$ cat config.mk
export PLATFORM = sky130hd
export DESIGN_NAME = uart_tx_arbiter
export DESIGN_NICKNAME = d
export VERILOG_FILES = /design/src/rtl/uart_tx_arbiter.sv
export SDC_FILE = /design/constraint.sdc
export NUM_CORES = 1
export LEC_CHECK = 0
export CAP_MARGIN = 20
export CORE_MARGIN = 5
export CORE_UTILIZATION = 38
export DETAILED_ROUTE_END_ITERATION = 12
export GPL_TIMING_DRIVEN = 0
export HOLD_SLACK_MARGIN = 0.02
export PLACE_DENSITY = 0.76
export SLEW_MARGIN = 15
export SYNTH_ARGS = -nofsm -noshare
export SYNTH_HDL_FRONTEND = slang
export SYNTH_SLANG_ARGS = --single-unit
$ cat constraint.sdc
create_clock -name i_clk -period 1.6 [get_ports i_clk]
set_input_delay 0.32 -clock i_clk [delete_from_list [all_inputs] [get_ports i_clk]]
set_output_delay 0.32 -clock i_clk [all_outputs]
set_load 0.005 [all_outputs]
$ cat src/rtl/uart_tx_arbiter.sv
// Round-robin arbiter sharing one 16x-clocked uart_tx among NUM_REQ byte requesters.
// Optional per-frame watchdog enabled by defining UART_TX_ARB_TIMEOUT_EN.
module uart_tx_arbiter #(
    parameter int NUM_REQ        = 4,
    parameter int ID_W           = 2,
    parameter int GAP_CYCLES     = 16,
    parameter int TIMEOUT_CYCLES = 4095
) (
    input  logic                 i_clk,
    input  logic                 i_reset_n,
    input  logic [NUM_REQ-1:0]   i_req,
    input  logic [NUM_REQ*8-1:0] i_req_data,
    output logic [NUM_REQ-1:0]   o_ack,
    output logic                 o_tx_start,
    output logic [7:0]           o_tx_data,
    input  logic                 i_tx_done,
    output logic                 o_busy,
    output logic [ID_W-1:0]      o_grant_id,
    output logic                 o_timeout
);
    localparam int IW = (NUM_REQ > 1) ? $clog2(NUM_REQ) : 1;
    localparam int GW = $clog2(GAP_CYCLES + 1);

    typedef enum logic [2:0] {
        S_IDLE, S_START, S_WAIT_ACC, S_WAIT_BUSY, S_WAIT_END, S_GAP
    } state_t;

    state_t               r_state, w_state_nxt;
    logic [ID_W-1:0]      r_ptr, r_grant_id, w_win;
    logic [7:0]           r_tx_data, w_byte;
    logic [NUM_REQ-1:0]   r_ack;
    logic [GW-1:0]        r_gap_cnt;
    logic                 w_found, w_ack_set, w_grant, w_wait;
    logic [IW-1:0]        w_i, w_sel;
    int                   w_t;

    // Walk offsets from farthest to nearest so the nearest set bit after r_ptr wins.
    always_comb begin
        w_found = 1'b0;
        w_sel   = '0;
        w_t     = 0;
        w_i     = '0;
        for (int off = NUM_REQ; off >= 1; off--) begin
            w_t = (int'(r_ptr) + off) % NUM_REQ;
            w_i = IW'(w_t);
            if (i_req[w_i]) begin
                w_found = 1'b1;
                w_sel   = w_i;
            end
        end
        w_win  = ID_W'(w_sel);
        w_byte = '0;
        for (int k = 0; k < NUM_REQ; k++)
            if (w_sel == IW'(k)) w_byte = i_req_data[8*k +: 8];
    end

    assign w_grant = (r_state == S_IDLE) && w_found;
    assign w_wait  = (r_state == S_WAIT_ACC) || (r_state == S_WAIT_BUSY) ||
                     (r_state == S_WAIT_END);

`ifdef UART_TX_ARB_TIMEOUT_EN
    logic [11:0] r_wdog;
    logic        r_timeout, w_to;

    assign w_to = w_wait && (r_wdog == 12'(TIMEOUT_CYCLES - 1));

    always_ff @(posedge i_clk or negedge i_reset_n) begin
        if (!i_reset_n) begin
            r_wdog    <= '0;
            r_timeout <= 1'b0;
        end else begin
            r_timeout <= w_to;
            if (w_grant)     r_wdog <= '0;
            else if (w_wait) r_wdog <= r_wdog + 12'd1;
        end
    end
    assign o_timeout = r_timeout;
`else
    assign o_timeout = 1'b0;
`endif

    always_comb begin
        w_state_nxt = r_state;
        w_ack_set   = 1'b0;
        case (r_state)
            S_IDLE:      if (w_found) w_state_nxt = S_START;
            S_START:     w_state_nxt = S_WAIT_ACC;
            S_WAIT_ACC:  if (i_tx_done) w_state_nxt = S_WAIT_BUSY;
            S_WAIT_BUSY: if (!i_tx_done) w_state_nxt = S_WAIT_END;
            S_WAIT_END:
                if (i_tx_done) begin
                    w_state_nxt = S_GAP;
                    w_ack_set   = 1'b1;
                end
            S_GAP:       if (r_gap_cnt == GW'(GAP_CYCLES - 1)) w_state_nxt = S_IDLE;
            default:     w_state_nxt = S_IDLE;
        endcase
`ifdef UART_TX_ARB_TIMEOUT_EN
        // Watchdog abort: skip the ack, keep the pointer so rotation moves on.
        if (w_to) begin
            w_state_nxt = S_GAP;
            w_ack_set   = 1'b0;
        end
`endif
    end

    always_ff @(posedge i_clk or negedge i_reset_n) begin
        if (!i_reset_n) begin
            r_state    <= S_IDLE;
            r_ptr      <= ID_W'(NUM_REQ - 1);
            r_grant_id <= '0;
            r_tx_data  <= '0;
            r_ack      <= '0;
            r_gap_cnt  <= '0;
        end else begin
            r_state <= w_state_nxt;
            r_ack   <= w_ack_set ? (NUM_REQ'(1) << r_grant_id) : '0;
            if (r_state == S_GAP) r_gap_cnt <= r_gap_cnt + GW'(1);
            else                  r_gap_cnt <= '0;
            if (w_grant) begin
                r_tx_data  <= w_byte;
                r_grant_id <= w_win;
                r_ptr      <= w_win;
            end
        end
    end

    assign o_ack      = r_ack;
    assign o_tx_start = (r_state == S_START);
    assign o_tx_data  = r_tx_data;
    assign o_busy     = (r_state != S_IDLE);
    assign o_grant_id = r_grant_id;
endmodule

==> run metrics, run 1 <==
outcome=complete, but fails checks; failing checks=setup timing; Maximum Capacitance Violations=0; total leakage power=0.000906 uW; Synth area leader=dfrtp_1; source-to-sink clock delay at the later pin of the worst-skew pair=0.32 ns; IO Count=56; starting density of the core=a little under 40%; power per cell area=1470 mW/mm^2; area of the die=approximately 0.0047 sq mm; count of distinct cell types in the synthesized netlist=39; width of the chip=68.8 microns; achievable clock frequency=598 MHz; Avg Synthesized Cell Area=9.33 sq um; Design Power=3190 uW; ys async rst share=100%; final worst-path setup slack=-0.0729 ns; CORE AREA=0.00334 sq mm; minimum setup slack after placement=-0.538 ns; remaining global-route overflow=0; Final Instance Area=0.00216 sq mm; half-perimeter wire length after detailed placement=2840 microns; Least-Margin Pin Slew=0.542 ns; Bufs on Longest Clock Path=2; die boundary height=68.8 microns; Antenna Diode Count=0; Seq cells post-synth=24; Worst Path Max Fanout=8; Inserted Clock Buffers=3; master cell of the clock root buffer=clkbuf_4; number of detailed-routing iterations run before antenna repair=4; number of enable flip-flop cells after synthesis=0; part of the Yosys area used for sequential elements=45.9%; antenna violations before repair=0; final number of setup-violating endpoints=8; Clk pin slew, worst setup/hold paths=0.14 ns; clock tree skew after final layout=about 0.0051 ns; standard cell with the maximum stage delay on the critical path=dfstp_2; total length of routed wires=4050 microns; ordered cell list for the critical path=inv_2, o32a_1, and3_4, a21oi_2, a211oi_2; area growth from synthesis to layout=64.5%; vias in the first global route=1521; leading cell type in the layout, fill and taps excluded=clkdlybuf4s50_1; max-slew violation total from the final report=0; number of DRC violations after detailed-routing iteration 0=45; share of post-route cells with drive strength above 1=a little under a quarter; Startpoint Class=register; count of antenna-violating nets left after detailed routing=0; sequential cell area=604 sq um; Top delay family on crit path=flip-flops; global-route wire length before repair=6710 microns; critical path class=register to register; cell count after placement=241; net count of the finished layout=254; area of the multi-input gates=739 sq um; post-synth net total=182; number of filler cells placed in the layout=290; maximum vdd drop=around 0.0007 V; most frequently used flop master after synthesis=dfrtp_1; worst path bufs/invs=1; main area contributors after synthesis=dfrtp_1 (42%), nand2_1 (5.1%), a21oi_1 (4.6%); post-synth top area share=41.9%; Worst EP arrival=between 1.5 and 2 ns; commonest cells after routing, fill and taps aside=clkdlybuf4s50_1 (45), dfrtp_1 (21), nand2_1 (18); Rows=21; post-DR vias/cell=5.41; CTS H-tree depth=1; total of buffers placed on input and output ports=54; number of vias in the routed layout=about 1400; gate count of the mapped netlist=141; Final Hold Fails=0; number of synthesis warnings=0; maximum number of pins on one net before global-route repair=25; Post-Place Cell Area=between 0.0015 and 0.002 sq mm; clk sinks=24; worst hold-check path type=register to register; routed len/inst=15.7 microns; Max transition margin=63.9%; DR DRC count=0; setup repair after global routing missed its margin=true; TritonCTS clock tree=done; Post-Layout Cell Count=about 260; worst stage delay on the critical path=around 0.64 ns; required time worst endpoint=~1.8 ns; global-route total usage across every layer=18.8%; final worst path period need=between 1.5 and 2 ns; gpl congestion=0.848; Mapped Area=0.00132 sq mm; kind of end point of the critical path=register; post-route clock period utilization=105%; Post-Route Setup TNS=-0.231 ns
## synthesized netlist by cell type, types with 2 or more instances
master    instances
a21oi_1          12
nor2_1           12
o22a_1            2
dfrtp_1          22
inv_1             3
nor3b_1           2
nand2b_1          2
o22ai_1           8
o21a_1            3
o211ai_2          2
nor3_1            9
nand3b_1          2
and3_1            5
nand2_1          18
buf_2             2
dfstp_2           2
ha_1              2
buf_4             3
o21ai_0           3
a211oi_1          8
## through the flow
step           util [%]  hold WS [ns]
2_1_floorplan         -        0.0244
6_report           64.8         0.480
3_5_place_dp       57.4         0.471
3_3_place_gp       57.4         0.447
4_1_cts            62.7         0.489
5_1_grt            64.8         0.518
## repair_timing
action	in CTS	in global routing
hold buffers	0	1
cloned	0	0
setup endpoints to repair	13	14
gates resized for setup	23	16
endpoints found under the hold margin	0	22
setup buffers	11	3
pin swaps	4	7
## per-layer routing
metal	vias to the layer above	GRT usage, %	share of wire, %
met3	13	5.67	8.8
met4	0	8.03	3.1
met1	662	21.1	38
met5	-	0	0
li1	656	-	-
met2	65	32.9	50
## worst paths after layout
path	start	to	slack, ns	cells after the start
worst max-delay path	r_ptr[1]	o_tx_data[7]	-0.07	5
worst min-delay path	r_gap_cnt[0]	r_gap_cnt[0]	0.48	1
worst max register to register	r_ptr[1]	o_tx_data[7]	-0.07	5
worst min register to register	r_gap_cnt[0]	r_gap_cnt[0]	0.48	1
max in group asynchronous	i_reset_n	r_state[1]	0.71	2
min in group asynchronous	i_reset_n	o_tx_data[2]	0.50	2
## worst reg2reg max path: stages (launching register included)
cell and delay [ns]:
dfstp_2 0.64, inv_2 0.07, o32a_1 0.34, and3_4 0.25, a21oi_2 0.17, a211oi_2 0.09
## sequential cells by signal (all words and copies together), names as in the netlist
| name | flops |
|---|---|
| r_ptr | 2 |
| o_ack | 4 |
| r_gap_cnt | 5 |
| r_state | 3 |
| o_grant_id | 2 |
| o_tx_data | 8 |
## where the power goes
part | switching (uW) | internal, uW | leakage, uW
clock network | 194 | 253 | 0.0000279
registers | 164 | 820 | 0.000292
logic | 806 | 952 | 0.000585
## kinds of logic after synthesis
logic type	Yosys count	share of synthesized area (%)
multiplexers	1	0.761
AO/OA/AOI/OAI	41	21.0
flip-flops	24	45.9
adder cells (fa/ha/maj)	2	1.90
other	1	0.285
buffers and inverters	10	4.47
AND/OR/NAND/NOR	60	24.4
XOR/XNOR	2	1.33
## area by class of cell
class | count | share of cell area (%)
Buffer | 4 | 1.74
Inverter | 4 | 0.694
Sequential cell | 24 | 27.9
Clock inverter | 1 | 1.39
Multi-Input combinational cell | 107 | 34.2
Tap cell | 46 | 2.66
Clock buffer | 3 | 1.04
Timing Repair Buffer | 69 | 30.4
Note: power is estimated with default switching activity, not from simulation.
==> inputs of run 2 (changes only) <==
--- a/constraint.sdc
+++ b/constraint.sdc
@@ -3,2 +3,2 @@
 set_output_delay 0.32 -clock i_clk [all_outputs]
-set_load 0.005 [all_outputs]
+set_load 0.05 [all_outputs]
==> run 2 against run 1 <==
Net effect: the run still ends with setup timing left; highest routed layer unchanged; count of clock-buffer cells in the layout unchanged; sequential power about the same; die area unchanged; non-clock buffer count decreased by 3; hold slack improved by 0.0072 ns; core utilization decreased by 0.86 points; total power increased by 15%; clock power increased by 2%.
==> run metrics, run 2 (same netlist as run 1, synthesis figures left out) <==
clock tree skew after final layout=0.00132 ns; IO Count=56; Inserted Clock Buffers=3; DR top layer=met4; worst path bufs/invs=2; minimum setup slack after placement=-0.478 ns; die boundary height=68.8 microns; critical path class=register to register; area growth from synthesis to layout=62.3%; number of detailed-routing iterations run before antenna repair=4; Least-Margin Pin Slew=0.551 ns; Post-Route Setup TNS=-1.14 ns; kind of end point of the critical path=register; DR DRC count=0; Top delay family on crit path=flip-flops; CTS H-tree depth=1; Antenna Diode Count=0; total of buffers placed on input and output ports=54; maximum number of pins on one net before global-route repair=25; routed length on met1=1630 microns; total length of routed wires=4140 microns; power per cell area=approximately 1700 mW/mm^2; Final Instance Area=0.00213 sq mm; width of the chip=68.8 microns; commonest cells after routing, fill and taps aside=clkdlybuf4s50_1 (34), dfrtp_1 (21), nand2_1 (18); antenna violations before repair=0; net count of the finished layout=251; Clk pin slew, worst setup/hold paths=0.14 ns; worst hold slack=0.487 ns; max FFs per register=8; final worst-path setup slack=-0.146 ns; Bufs on Longest Clock Path=2; final worst path period need=1.75 ns; share of post-route cells with drive strength above 1=25.8%; Worst Path Max Fanout=5; clk sinks=24; met3 WL post-DR=~350 microns; Max transition margin=63.3%; CORE AREA=0.00334 sq mm; total leakage power=0.000926 uW; worst stage delay on the critical path=around 0.6 ns; number of vias in the routed layout=1385; global-route wire length before repair=between 6000 and 7000 microns; setup repair after global routing missed its margin=true; cell type with the highest occurrence count on the critical path=buf_6; Maximum Capacitance Violations=0; Worst EP arrival=1.97 ns; vias in the first global route=1352; count of antenna-violating nets left after detailed routing=0; cell depth of the worst setup path=7; global-route total usage across every layer=17.5%; post-DR vias/cell=5.43; Post-Place Cell Area=0.00192 sq mm; failing checks=setup timing; master cell of the clock root buffer=clkbuf_4; fraction of the core area covered by cells at the end of the flow=64.0%; half-perimeter wire length after detailed placement=2790 microns; Rows=21; outcome=complete, but fails checks; number of DRC violations after detailed-routing iteration 0=64; Worst R2R Path Depth=7; routed len/inst=16.2 microns; leading cell type in the layout, fill and taps excluded=clkdlybuf4s50_1; remaining global-route overflow=0; gpl congestion=0.869; required time worst endpoint=1.83 ns; ordered cell list for the critical path=buf_6, mux2i_1, a2bb2oi_2, o211ai_4, buf_6, a21oi_2, a211oi_2; TritonCTS clock tree=done; final number of setup-violating endpoints=9; worst hold-check path type=input pin to async pin; Startpoint Class=register; max-slew violation total from the final report=0; standard cell with the maximum stage delay on the critical path=dfstp_2; achievable clock frequency=573 MHz; maximum vdd drop=0.00122 V; area of the die=0.00474 sq mm; source-to-sink clock delay at the later pin of the worst-skew pair=about 0.33 ns; starting density of the core=roughly two fifths; Final Hold Fails=0; length of routed met2 wiring=2060 microns; post-route clock period utilization=109%
run 2: cell count changes in the layout (fill, tap and decap cells not counted), sizes merged:
cell	before	now
buf	19	18
clkbuf	4	8
clkdlybuf4s15	1	6
clkdlybuf4s50	45	34
run 2: what timing repair did:
item | 4_1_cts | 5_1_grt
endpoints found under the setup margin | 26 | 22
pin swaps | 4 | 8
setup buffers | 3 | 7
hold buffers | 0 | 1
gates cloned | 0 | 0
gates resized for setup | 39 | 41
endpoints found under the hold margin | 0 | 22
run 2: per-stage QoR:
stage,std cells,power [uW]
after global placement,241,2860
after floorplan,141,2290
after CTS,247,3390
final,255,3680
after global routing,255,3880
after detailed placement,241,2920
run 2: per-layer routing:
metal	up-vias	global-route usage, %
met5	-	0
met4	0	9.73
met3	9	6.16
met2	81	27.8
met1	651	20.4
li1	644	-
run 2: report_power, final:
part	internal (uW)	total, uW	leakage, uW	switching [uW]
Clock	254	455	0.0000279	201
Sequential	819	1000	0.000292	183
Combinational	880	2220	0.000606	1340
Total	1950	3680	0.000926	1720
run 2: worst register-to-register path, stage by stage (launching register included):
cell and delay (ns):
dfstp_2 0.61, buf_6 0.11, mux2i_1 0.21, a2bb2oi_2 0.23, o211ai_4 0.12, buf_6 0.15
a21oi_2 0.13, a211oi_2 0.08
run 2: cell type report:
cell class	count	area, sq um
tap	46	57.6
timing repair buffer	65	623
clock inverter	1	30.0
clock buffer	3	22.5
multi-input combinational	107	733
inverter	4	15.0
fill	291	1200
sequential	24	604
buffer	5	48.8
run 2: path summary, 6_finish.rpt:
check	end	slack, ns	start
max in group asynchronous	r_state[1]	0.71	i_reset_n
max	o_tx_data[1]	-0.15	r_ptr[1]
min reg2reg	r_gap_cnt[0]	0.49	r_gap_cnt[0]
min	r_gap_cnt[4]	0.49	i_reset_n
max reg2reg	o_tx_data[1]	-0.15	r_ptr[1]
min in group i_clk	r_gap_cnt[0]	0.49	r_gap_cnt[0]
